--- src/rtl/snake_pkg.sv ---
// snake_pkg -- definitions shared by the snake game blocks.
//   Grid geometry (coordinate widths, tail slot count, legal head range),
//   the one-hot direction codes produced by the movement block, and the
//   state type of the collision checker FSM.
package snake_pkg;

  localparam int X_W     = 7;   // bits per x coordinate
  localparam int Y_W     = 6;   // bits per y coordinate
  localparam int SEG_CNT = 15;  // tail segment slots in the packed vectors
  localparam int X_MAX   = 63;  // largest legal head column
  localparam int Y_MAX   = 47;  // largest legal head row
  localparam int IDX_W   = 4;   // width of a tail segment index / length

  // Movement direction, one-hot
  localparam logic [3:0] DIR_UP    = 4'b0001;
  localparam logic [3:0] DIR_DOWN  = 4'b0010;
  localparam logic [3:0] DIR_LEFT  = 4'b0100;
  localparam logic [3:0] DIR_RIGHT = 4'b1000;

  typedef enum logic [1:0] {
    IDLE   = 2'd0,
    SCAN   = 2'd1,
    REPORT = 2'd2
  } col_state_t;

endpackage

--- src/rtl/snake_seg_mux.sv ---
// snake_seg_mux -- picks one tail segment out of the packed tail vectors.
//   Purely combinational.
// Ports:
//   tail_x  in  SEG_CNT*X_W  packed columns, segment i at [i*X_W +: X_W]
//   tail_y  in  SEG_CNT*Y_W  packed rows, same packing
//   idx     in  IDX_W        segment to select
//   seg_x   out X_W          column of segment idx (0 when idx >= SEG_CNT)
//   seg_y   out Y_W          row of segment idx (0 when idx >= SEG_CNT)
module snake_seg_mux
  import snake_pkg::*;
#(
  parameter int SEG_CNT = snake_pkg::SEG_CNT,
  parameter int X_W     = snake_pkg::X_W,
  parameter int Y_W     = snake_pkg::Y_W
) (
  input  logic [SEG_CNT*X_W-1:0] tail_x,
  input  logic [SEG_CNT*Y_W-1:0] tail_y,
  input  logic [IDX_W-1:0]       idx,
  output logic [X_W-1:0]         seg_x,
  output logic [Y_W-1:0]         seg_y
);

  // Loop-based select keeps every slice in range even for idx = 15.
  always_comb begin
    seg_x = '0;
    seg_y = '0;
    for (int i = 0; i < SEG_CNT; i++) begin
      if (idx == IDX_W'(i)) begin
        seg_x = tail_x[i*X_W +: X_W];
        seg_y = tail_y[i*Y_W +: Y_W];
      end
    end
  end

endmodule

--- src/rtl/snake_collision.sv ---
// snake_collision -- wall / self / food collision checker for the snake game.
//   On start the head, tail, length and food are snapshotted. Wall and food
//   hits are decided in that same cycle; the tail is then scanned one segment
//   per cycle, stopping at the first segment equal to the head, and done
//   pulses for one cycle. Result flags hold until the next accepted start.
// Build option:
//   SNAKE_COLLISION_FOOD_EN  defined: food comparator built, food_hit live.
//                            undefined: food_hit tied to 0, food_x/food_y unused.
// Ports:
//   clk, reset         clock, synchronous active-high reset
//   start              one-cycle request, inputs valid this cycle
//   head_x, head_y     head position
//   tail_x, tail_y     packed tail positions, segment 0 newest
//   length             active tail segments (values above SEG_CNT clamp)
//   food_x, food_y     food position
//   busy               high while the tail scan runs
//   done               one-cycle pulse, flags valid
//   wall_hit           head outside the grid
//   self_hit           head on an active tail segment
//   food_hit           head on the food
//   hit_idx            first matching tail segment (0 if none)
module snake_collision
  import snake_pkg::*;
#(
  parameter int SEG_CNT = snake_pkg::SEG_CNT,
  parameter int X_W     = snake_pkg::X_W,
  parameter int Y_W     = snake_pkg::Y_W,
  parameter int X_MAX   = snake_pkg::X_MAX,
  parameter int Y_MAX   = snake_pkg::Y_MAX
) (
  input  logic                   clk,
  input  logic                   reset,
  input  logic                   start,
  input  logic [X_W-1:0]         head_x,
  input  logic [Y_W-1:0]         head_y,
  input  logic [SEG_CNT*X_W-1:0] tail_x,
  input  logic [SEG_CNT*Y_W-1:0] tail_y,
  input  logic [3:0]             length,
  input  logic [X_W-1:0]         food_x,
  input  logic [Y_W-1:0]         food_y,
  output logic                   busy,
  output logic                   done,
  output logic                   wall_hit,
  output logic                   self_hit,
  output logic                   food_hit,
  output logic [3:0]             hit_idx
);

  localparam logic [X_W-1:0] X_LIM   = X_W'(X_MAX);
  localparam logic [Y_W-1:0] Y_LIM   = Y_W'(Y_MAX);
  localparam logic [3:0]     LEN_LIM = 4'(SEG_CNT);

  col_state_t state, state_nxt;

  logic [X_W-1:0]         snap_hx;
  logic [Y_W-1:0]         snap_hy;
  logic [SEG_CNT*X_W-1:0] snap_tx;
  logic [SEG_CNT*Y_W-1:0] snap_ty;
  logic [3:0]             snap_len;
  logic [3:0]             scan_idx;

  logic [3:0]     len_clamp;
  logic           wall_in;
  logic [X_W-1:0] seg_x;
  logic [Y_W-1:0] seg_y;
  logic           seg_match;
  logic           last_seg;

  // Out-of-range x includes the 0-1 underflow (all ones).
  assign len_clamp = (length > LEN_LIM) ? LEN_LIM : length;
  assign wall_in   = (head_x > X_LIM) || (head_y > Y_LIM);

  snake_seg_mux #(
    .SEG_CNT (SEG_CNT),
    .X_W     (X_W),
    .Y_W     (Y_W)
  ) u_seg_mux (
    .tail_x (snap_tx),
    .tail_y (snap_ty),
    .idx    (scan_idx),
    .seg_x  (seg_x),
    .seg_y  (seg_y)
  );

  assign seg_match = (seg_x == snap_hx) && (seg_y == snap_hy);
  // SCAN is only entered with snap_len >= 1, so the subtraction never wraps there.
  assign last_seg  = (scan_idx == (snap_len - 4'd1));

  always_comb begin
    state_nxt = state;
    busy      = 1'b0;
    done      = 1'b0;
    unique case (state)
      IDLE: begin
        if (start) begin
          state_nxt = (len_clamp == 4'd0) ? REPORT : SCAN;
        end
      end
      SCAN: begin
        busy = 1'b1;
        if (seg_match || last_seg) begin
          state_nxt = REPORT;
        end
      end
      REPORT: begin
        done      = 1'b1;
        state_nxt = IDLE;
      end
      default: state_nxt = IDLE;
    endcase
  end

  always_ff @(posedge clk) begin
    if (reset) begin
      state    <= IDLE;
      snap_hx  <= '0;
      snap_hy  <= '0;
      snap_tx  <= '0;
      snap_ty  <= '0;
      snap_len <= '0;
      scan_idx <= '0;
      wall_hit <= 1'b0;
      self_hit <= 1'b0;
      hit_idx  <= '0;
    end else begin
      state <= state_nxt;
      unique case (state)
        IDLE: begin
          if (start) begin
            snap_hx  <= head_x;
            snap_hy  <= head_y;
            snap_tx  <= tail_x;
            snap_ty  <= tail_y;
            snap_len <= len_clamp;
            scan_idx <= '0;
            wall_hit <= wall_in;
            self_hit <= 1'b0;
            hit_idx  <= '0;
          end
        end
        SCAN: begin
          if (seg_match) begin
            self_hit <= 1'b1;
            hit_idx  <= scan_idx;
          end else begin
            scan_idx <= scan_idx + 4'd1;
          end
        end
        default: ;
      endcase
    end
  end

`ifdef SNAKE_COLLISION_FOOD_EN
  logic [X_W-1:0] snap_fx;
  logic [Y_W-1:0] snap_fy;

  always_ff @(posedge clk) begin
    if (reset) begin
      snap_fx  <= '0;
      snap_fy  <= '0;
      food_hit <= 1'b0;
    end else if ((state == IDLE) && start) begin
      snap_fx  <= food_x;
      snap_fy  <= food_y;
      food_hit <= (head_x == food_x) && (head_y == food_y);
    end
  end
`else
  logic unused_food;
  assign unused_food = ^{food_x, food_y};
  assign food_hit    = 1'b0;
`endif

endmodule

--- config.mk ---
export PLATFORM = sky130hd
export DESIGN_NAME = snake_collision
export DESIGN_NICKNAME = d
export VERILOG_FILES = /design/src/rtl/snake_pkg.sv /design/src/rtl/snake_seg_mux.sv /design/src/rtl/snake_collision.sv
export SDC_FILE = /design/constraint.sdc
export NUM_CORES = 1
export LEC_CHECK = 0
export CAP_MARGIN = 30
export CORE_AREA = 2 2 143 201
export CTS_CLUSTER_SIZE = 16
export DETAILED_ROUTE_END_ITERATION = 6
export DIE_AREA = 0 0 145 203
export SLEW_MARGIN = 20
export SYNTH_ARGS = -nofsm -noshare
export SYNTH_HDL_FRONTEND = slang
export SYNTH_SLANG_ARGS = --single-unit
--- constraint.sdc ---
create_clock -name clk -period 10.45 [get_ports clk]
set_clock_uncertainty 0.2 [all_clocks]
set_input_delay 1.045 -clock clk [delete_from_list [all_inputs] [get_ports clk]]
set_output_delay 1.045 -clock clk [all_outputs]
set_load 0.005 [all_outputs]
==> flow_summary.json, run 1 <==
{
  "initial_core_util_pct": 39.7,
  "critPathSlowestCell": "nor3_2",
  "io_buffer_count": 222,
  "vias": 11100,
  "stdcell_count": 2030,
  "hp-class": "flip-flop to flip-flop",
  "max_slew.worst_pin.slew_ps": 884,
  "final_max_slew_viol_count": 0,
  "cp_cell_sequence": "ha_2 > buf_4 > inv_1 > nor3_2 > a22oi_1 > o311a_1 > o311ai_0 > nor3_4 > a21oi_1 > mux2_1",
  "die_area_um2": 29400,
  "finalHoldViolCount": 0,
  "cts_buffers": 23,
  "rsz0062_at_grt": "false",
  "setup_viol": 0,
  "cts_sinks": 224,
  "status": "finished, final reports clean",
  "max-clock-path-buffers": 3,
  "r2r-end": "scan_idx[0]",
  "critical_path_class": "flip-flop to flip-flop",
  "fmax_mhz": 216,
  "grt_max_degree": 134,
  "ctsResizeCount": 0,
  "grt_overflow": 0,
  "coreArea_um2": 27500,
  "initialDrtViolationCount": 707,
  "hold_buffers": 0,
  "peakVddDrop_uv": 113,
  "antenna_found_initial": 0,
  "grt_pass1_vias": 10600,
  "r2r-start": "scan_idx[0]",
  "synth_edf_count": 0,
  "die_w_um": 145,
  "period_share_pct": 44.3,
  "synth.yosys.seq_area_share_pct": 41.1,
  "timing.slew.headroom_pct": 41.1,
  "syn-instance-count": 1499,
  "rows": 72,
  "clkSlewWorstSetupHoldPaths_ps": 60,
  "layout-drive-gt1-share_pct": 4.76,
  "cts_tree": "yes",
  "reg2reg_depth": 10,
  "postCtsSetupBuffers": 0,
  "critPathMaxFanout": 47,
  "crit_required_ps": 10650,
  "final_core_util_pct": 51.2,
  "yosys_warnings": 0,
  "endpoint": "scan_idx[0]",
  "fin_tns_setup_ps": 0,
  "synth-seq-cells": 224,
  "hpwl_mm": 27.9,
  "cp-startpoint": "scan_idx[0]",
  "crit_arrival_ps": 4830,
  "io_pins": 237,
  "r2r_slack_ps": 5820,
  "fillers": 2783,
  "syn_area_um2": 10900,
  "p_per_area_nw_per_um2": 173,
  "routedWlPerCell_um": 19.4,
  "grt_usage_pct": 25.9,
  "numPlacedInstances": 1984,
  "h-tree-depth": 1,
  "startpoint_type": "flip-flop",
  "syn-num-nets": 1732,
  "finalWeightedCongestion": 0.917,
  "cp-end-kind": "flip-flop",
  "antenna_left": 0,
  "ys_async_sr_fraction_pct": 0,
  "avgSynthCellArea_um2": 7.28,
  "synthDistinctLibCells": 76,
  "avgViaCountPerCell": 5.45,
  "ys_dominant_reg_cell": "dfxtp_1",
  "clk_latency_ps": 520,
  "grt_pass1_wl_mm": 60.5,
  "total_power_mw": 2.43,
  "wl_mm": 39.4,
  "period_minus_slack_ps": 4630,
  "fin_nets": 1875,
  "power.leakage_nw": 4.98,
  "max_stage_delay_ps": 700,
  "dieHeight_um": 203,
  "firstDrtPassIters": 5,
  "area_growth_pct": 29.0,
  "drc": 0,
  "clock-root-buffer": "clkbuf_16",
  "maxCapViolCount": 0
}
-- synth_stat cells, types with 4 or more instances --
cell	count	share of area (%)
o211ai_1	5	0.34
nor2_1	37	1.3
a22oi_1	7	0.48
nor4_1	10	0.57
nand2b_1	15	0.86
and2_1	5	0.29
buf_2	26	1.2
o21ai_0	40	1.8
o31ai_1	5	0.34
clkbuf_1	79	2.7
o2111ai_1	5	0.40
nor2b_1	26	1.5
a211oi_1	5	0.34
nand3_1	13	0.60
ha_1	5	0.57
nand2_1	464	16
xnor2_1	8	0.64
buf_1	8	0.28
nor3_1	12	0.55
mux2i_1	11	1.0
a21oi_1	289	13
nand3b_1	23	1.6
and3_1	7	0.40
dfxtp_1	224	41
a32oi_1	7	0.56
a211o_1	4	0.32
o2bb2ai_1	6	0.48
buf_4	8	0.55
inv_1	33	1.1
a21o_1	5	0.34
a221oi_1	22	1.8
a31oi_1	8	0.46
o32ai_1	7	0.56
o22ai_1	9	0.52
-- sequential cells by signal, summed over array words and instances (netlist names) --
| register | flops |
|---|---|
| snap_tx | 105 |
| snap_ty | 90 |
| snap_hx | 7 |
| snap_hy | 6 |
| hit_idx | 4 |
| scan_idx | 4 |
| snap_len | 4 |
| state | 2 |
| self_hit | 1 |
| wall_hit | 1 |
-- power breakdown --
group | internal (mW) | switching, mW | total [mW]
Clock | 0.487 | 0.348 | 0.834
Combinational | 0.240 | 0.354 | 0.594
Sequential | 0.942 | 0.0638 | 1.01
-- routing by layer --
layer | global-route usage (%) | vias up | share of wire, %
li1 | - | 5427 | -
met1 | 33.2 | 5243 | 43
met2 | 45.3 | 339 | 49
met3 | 3.06 | 58 | 4.9
met4 | 8.35 | 0 | 3.1
met5 | 0 | - | 0
-- final cells by class --
class                      instances  area [um^2]  area share [%]
sequential                       224         4480            31.9
tap                              370          463            3.29
clock buffer                      34          697            4.95
multi-input combinational       1118         5770            41.0
timing repair buffer             241         2450            17.4
antenna                            1         2.50          0.0178
clock inverter                     8         73.8           0.525
inverter                          34          128           0.907
-- how the worst min path moves through the flow --
stage | end | from | slack, ps | cells after the start
after floorplan | snap_tx[55] | snap_tx[55] | 230 | 2
after global placement | snap_ty[22] | snap_ty[22] | 240 | 2
after detailed placement | snap_ty[27] | snap_ty[27] | 240 | 2
after CTS | snap_ty[27] | snap_ty[27] | 250 | 2
after global routing | snap_ty[53] | snap_ty[53] | 270 | 2
final | snap_ty[73] | snap_ty[73] | 250 | 2
-- worst max-delay path, delay by kind of cell, from the launching register on --
| family | cells | cell delay (ps) |
|---|---|---|
| DFF | 1 | 490 |
| muxes | 1 | 350 |
| and+or+nand+nor | 2 | 860 |
| adders and majority gates | 1 | 220 |
| buffers and inverters | 2 | 900 |
| AOI/OAI and AO/OA | 4 | 1460 |
-- placed cells by master (no fill, tap or decap), types with 4 or more instances in the layout --
cell type / Yosys / final
and2_1: 5 / 4
a21oi_1: 289 / 289
o2bb2ai_1: 6 / 6
buf_16: 0 / 4
a211oi_1: 5 / 5
o21ai_0: 40 / 40
nor4_1: 10 / 10
clkbuf_8: 0 / 8
buf_4: 8 / 15
nand2b_1: 15 / 15
nor2_1: 37 / 37
o211ai_1: 5 / 5
xnor2_1: 8 / 8
a211o_1: 4 / 4
a221oi_1: 22 / 22
nor2b_1: 26 / 26
o22ai_1: 9 / 9
clkbuf_16: 0 / 23
o31ai_1: 5 / 5
clkinv_2: 0 / 4
nand2_1: 464 / 463
a32oi_1: 7 / 7
a31oi_1: 8 / 8
mux2i_1: 11 / 11
inv_1: 33 / 33
clkdlybuf4s50_1: 0 / 221
a22oi_1: 7 / 7
o2111ai_1: 5 / 5
nor3_1: 12 / 12
nand3b_1: 23 / 23
a21o_1: 5 / 5
dfxtp_1: 224 / 224
and3_1: 7 / 7
nand3_1: 13 / 13
o32ai_1: 7 / 7
-- through the flow --
stage,cell area [um^2],setup slack [ps],hold slack (ps)
final,14100,5820,252
after global routing,14100,5570,270
after CTS,14000,5850,252
after detailed placement,13200,5830,244
after global placement,13200,5910,241
after floorplan,10900,7090,231
-- kinds of logic (layout without fill, tap and decap cells) --
group / Yosys count / after routing / synth area share [%]
and+or+nand+nor: 636 / 636 / 25.6
muxes: 15 / 15 / 1.42
adders and majority gates: 5 / 5 / 0.574
xor gates and xnor gates: 8 / 8 / 0.642
buffers and inverters: 157 / 317 / 6.11
other: 1 / 2 / 0.0344
DFF: 224 / 224 / 41.1
AOI/OAI and AO/OA: 453 / 453 / 24.5
No activity file was read; power rests on OpenSTA's default activity.
==> run 2: changes to the inputs <==
--- a/config.mk
+++ b/config.mk
@@ -10,6 +10,7 @@
 export CTS_CLUSTER_SIZE = 16
 export DETAILED_ROUTE_END_ITERATION = 6
 export DIE_AREA = 0 0 145 203
+export PLACE_DENSITY = 0.67
 export SLEW_MARGIN = 20
 export SYNTH_ARGS = -nofsm -noshare
 export SYNTH_HDL_FRONTEND = slang
==> constraint.sdc (replaced) <==
create_clock -name clk -period 4.22 [get_ports clk]
set_clock_uncertainty 0.2 [all_clocks]
set_input_delay 0.422 -clock clk [delete_from_list [all_inputs] [get_ports clk]]
set_output_delay 0.422 -clock clk [all_outputs]
set_load 0.005 [all_outputs]
==> run 2 against run 1 <==
Effect of this change: wire length shrank 0.36%; combinational power grew to 2.6 times the previous value; sequential share of layout area shrank 0.86 points; cell count grew 2.0%; critical path depth is the same; largest power group unchanged.
==> flow_summary.json, run 2 (synthesized netlist as in run 1, its figures left out) <==
{
  "pwr-share-comb_pct": 25.1,
  "grt_pass1_vias": 10900,
  "fillers": 2683,
  "cp_cell_sequence": "buf_4 > nand2_1 > o21ai_0 > nor2_1 > or4_1 > nor4_1 > and4_1 > and3_1 > a21oi_1 > mux2_1",
  "layout-drive-gt1-share_pct": 7.12,
  "max-clock-path-buffers": 3,
  "clkPwrFrac_pct": 34.4,
  "largest_reg_flops": 105,
  "cts_buffers": 23,
  "initialDrtViolationCount": 662,
  "hold_buffers": 0,
  "clkSlewWorstSetupHoldPaths_ps": 60,
  "maxCapViolCount": 0,
  "cts_sinks": 224,
  "finalWeightedCongestion": 0.933,
  "vias": 11300,
  "coreArea_um2": 27500,
  "p_per_area_nw_per_um2": 427,
  "routedWlPerCell_um": 19.0,
  "rows": 72,
  "antenna_left": 0,
  "grt_usage_pct": 26.1,
  "die_w_um": 145,
  "cp-end-kind": "flip-flop",
  "cts_tree": "yes",
  "fin_nets": 1916,
  "regMostFlops": "snap_tx",
  "finalHoldViolCount": 0,
  "min_path_cells": 2,
  "grt_overflow": 0,
  "final_common_cell": "nand2_1",
  "hpwl_mm": 29.1,
  "multi_input_area_um2": 5780,
  "grt_pass1_wl_mm": 61.0,
  "postCtsSetupBuffers": 0,
  "ff_latch_area_um2": 4480,
  "numPlacedInstances": 2028,
  "grt_max_degree": 106,
  "p_seq_share_pct": 40.5,
  "peakVddDrop_uv": 275,
  "p_int_mw": 4.27,
  "avgViaCountPerCell": 5.44,
  "timing.slew.headroom_pct": 47.1,
  "stdcell_count": 2070,
  "critPathMaxFanout": 21,
  "wl_mm": 39.2,
  "crit_required_ps": 4420,
  "setup_viol": 0,
  "period_share_pct": 90.5,
  "h-tree-depth": 1,
  "power.leakage_nw": 5.21,
  "startpoint_type": "flip-flop",
  "reg2reg_depth": 10,
  "io_pins": 237,
  "firstDrtPassIters": 5,
  "hp-class": "primary input to flip-flop",
  "status": "finished, final reports clean",
  "fin_tns_setup_ps": 0,
  "antenna_found_initial": 0,
  "final_core_util_pct": 52.6,
  "clk_latency_ps": 530,
  "die_area_um2": 29400,
  "initial_core_util_pct": 39.7,
  "final_max_slew_viol_count": 0,
  "top_regs": "snap_tx (105), snap_ty (90), snap_hx (7)",
  "total_power_mw": 6.17,
  "crit_arrival_ps": 4020,
  "max_stage_delay_ps": 830,
  "clock-root-buffer": "clkbuf_16",
  "critical_path_class": "flip-flop to flip-flop",
  "period_minus_slack_ps": 3820,
  "final_cell_mix": "463 x nand2_1, 289 x a21oi_1, 224 x dfxtp_1",
  "critPathSlowestCell": "dfxtp_1",
  "hold_ws_ps": 165,
  "diodes": 0,
  "drc": 0,
  "max_slew.worst_pin.slew_ps": 792,
  "rsz0062_at_grt": "false",
  "io_buffer_count": 222,
  "power.share.switching_pct": 30.9,
  "p_switching_mw": 1.91,
  "area_growth_pct": 32.6,
  "fmax_mhz": 262,
  "dieHeight_um": 203
}
==> run 2: changes by cell type in the layout (fill, tap and decap cells not counted), sizes merged <==
| cell | before | now |
|---|---|---|
| clkinvlp | 2 | 1 |
| diode | 1 | 0 |
| buf | 20 | 61 |
| bufinv | 1 | 2 |
==> run 2: final timing paths <==
path | from | to | slack, ps
setup reg to reg | scan_idx[2] | scan_idx[0] | 400
hold / removal | reset | snap_tx[86] | 160
setup / recovery | scan_idx[2] | scan_idx[0] | 400
hold reg to reg | snap_ty[73] | snap_ty[73] | 250
==> run 2: repair_timing <==
action,CTS,global route
resized for setup,0,1
hold endpoints to repair,0,0
setup endpoints to repair,0,1
==> run 2: per-layer routing <==
metal,share of wire [%],vias up,GRT usage (%)
li1,-,5526,-
met1,41,5280,32.0
met2,48,367,45.1
met3,5.8,84,3.93
met4,4.7,0,11.6
met5,0,-,0
==> run 2: layout make-up <==
| type | instances | area share [%] |
|---|---|---|
| Tap cell | 370 | 3.20 |
| Timing Repair Buffer | 282 | 19.4 |
| Inverter | 34 | 0.883 |
| Multi-Input combinational cell | 1118 | 39.9 |
| Sequential cell | 224 | 31.0 |
| Clock buffer | 34 | 4.82 |
| Clock inverter | 8 | 0.692 |
==> run 2: critical path: cells and delay by family, from the launching register on <==
family / cells / cell delay (ps)
AOI/OAI and AO/OA: 2 / 500
buffers and inverters: 1 / 260
DFF: 1 / 830
muxes: 1 / 330
and+or+nand+nor: 6 / 1560
==> run 2: power groups by stage <==
stage               clock network (mW)  logic (mW)  registers (mW)
global route                      2.24        1.70            2.52
CTS                               2.16        1.55            2.50
finish                            2.12        1.55            2.50
detailed placement                   0        1.54            2.54
global placement                     0        1.53            2.54
floorplan                            0       0.939            2.47
==> run 2: per-stage QoR <==
stage | cell area (um^2) | setup WS (ps)
global placement | 13700 | 398
floorplan | 10900 | 864
detailed placement | 13700 | 394
global route | 14500 | 139
finish | 14500 | 399
CTS | 14500 | 352
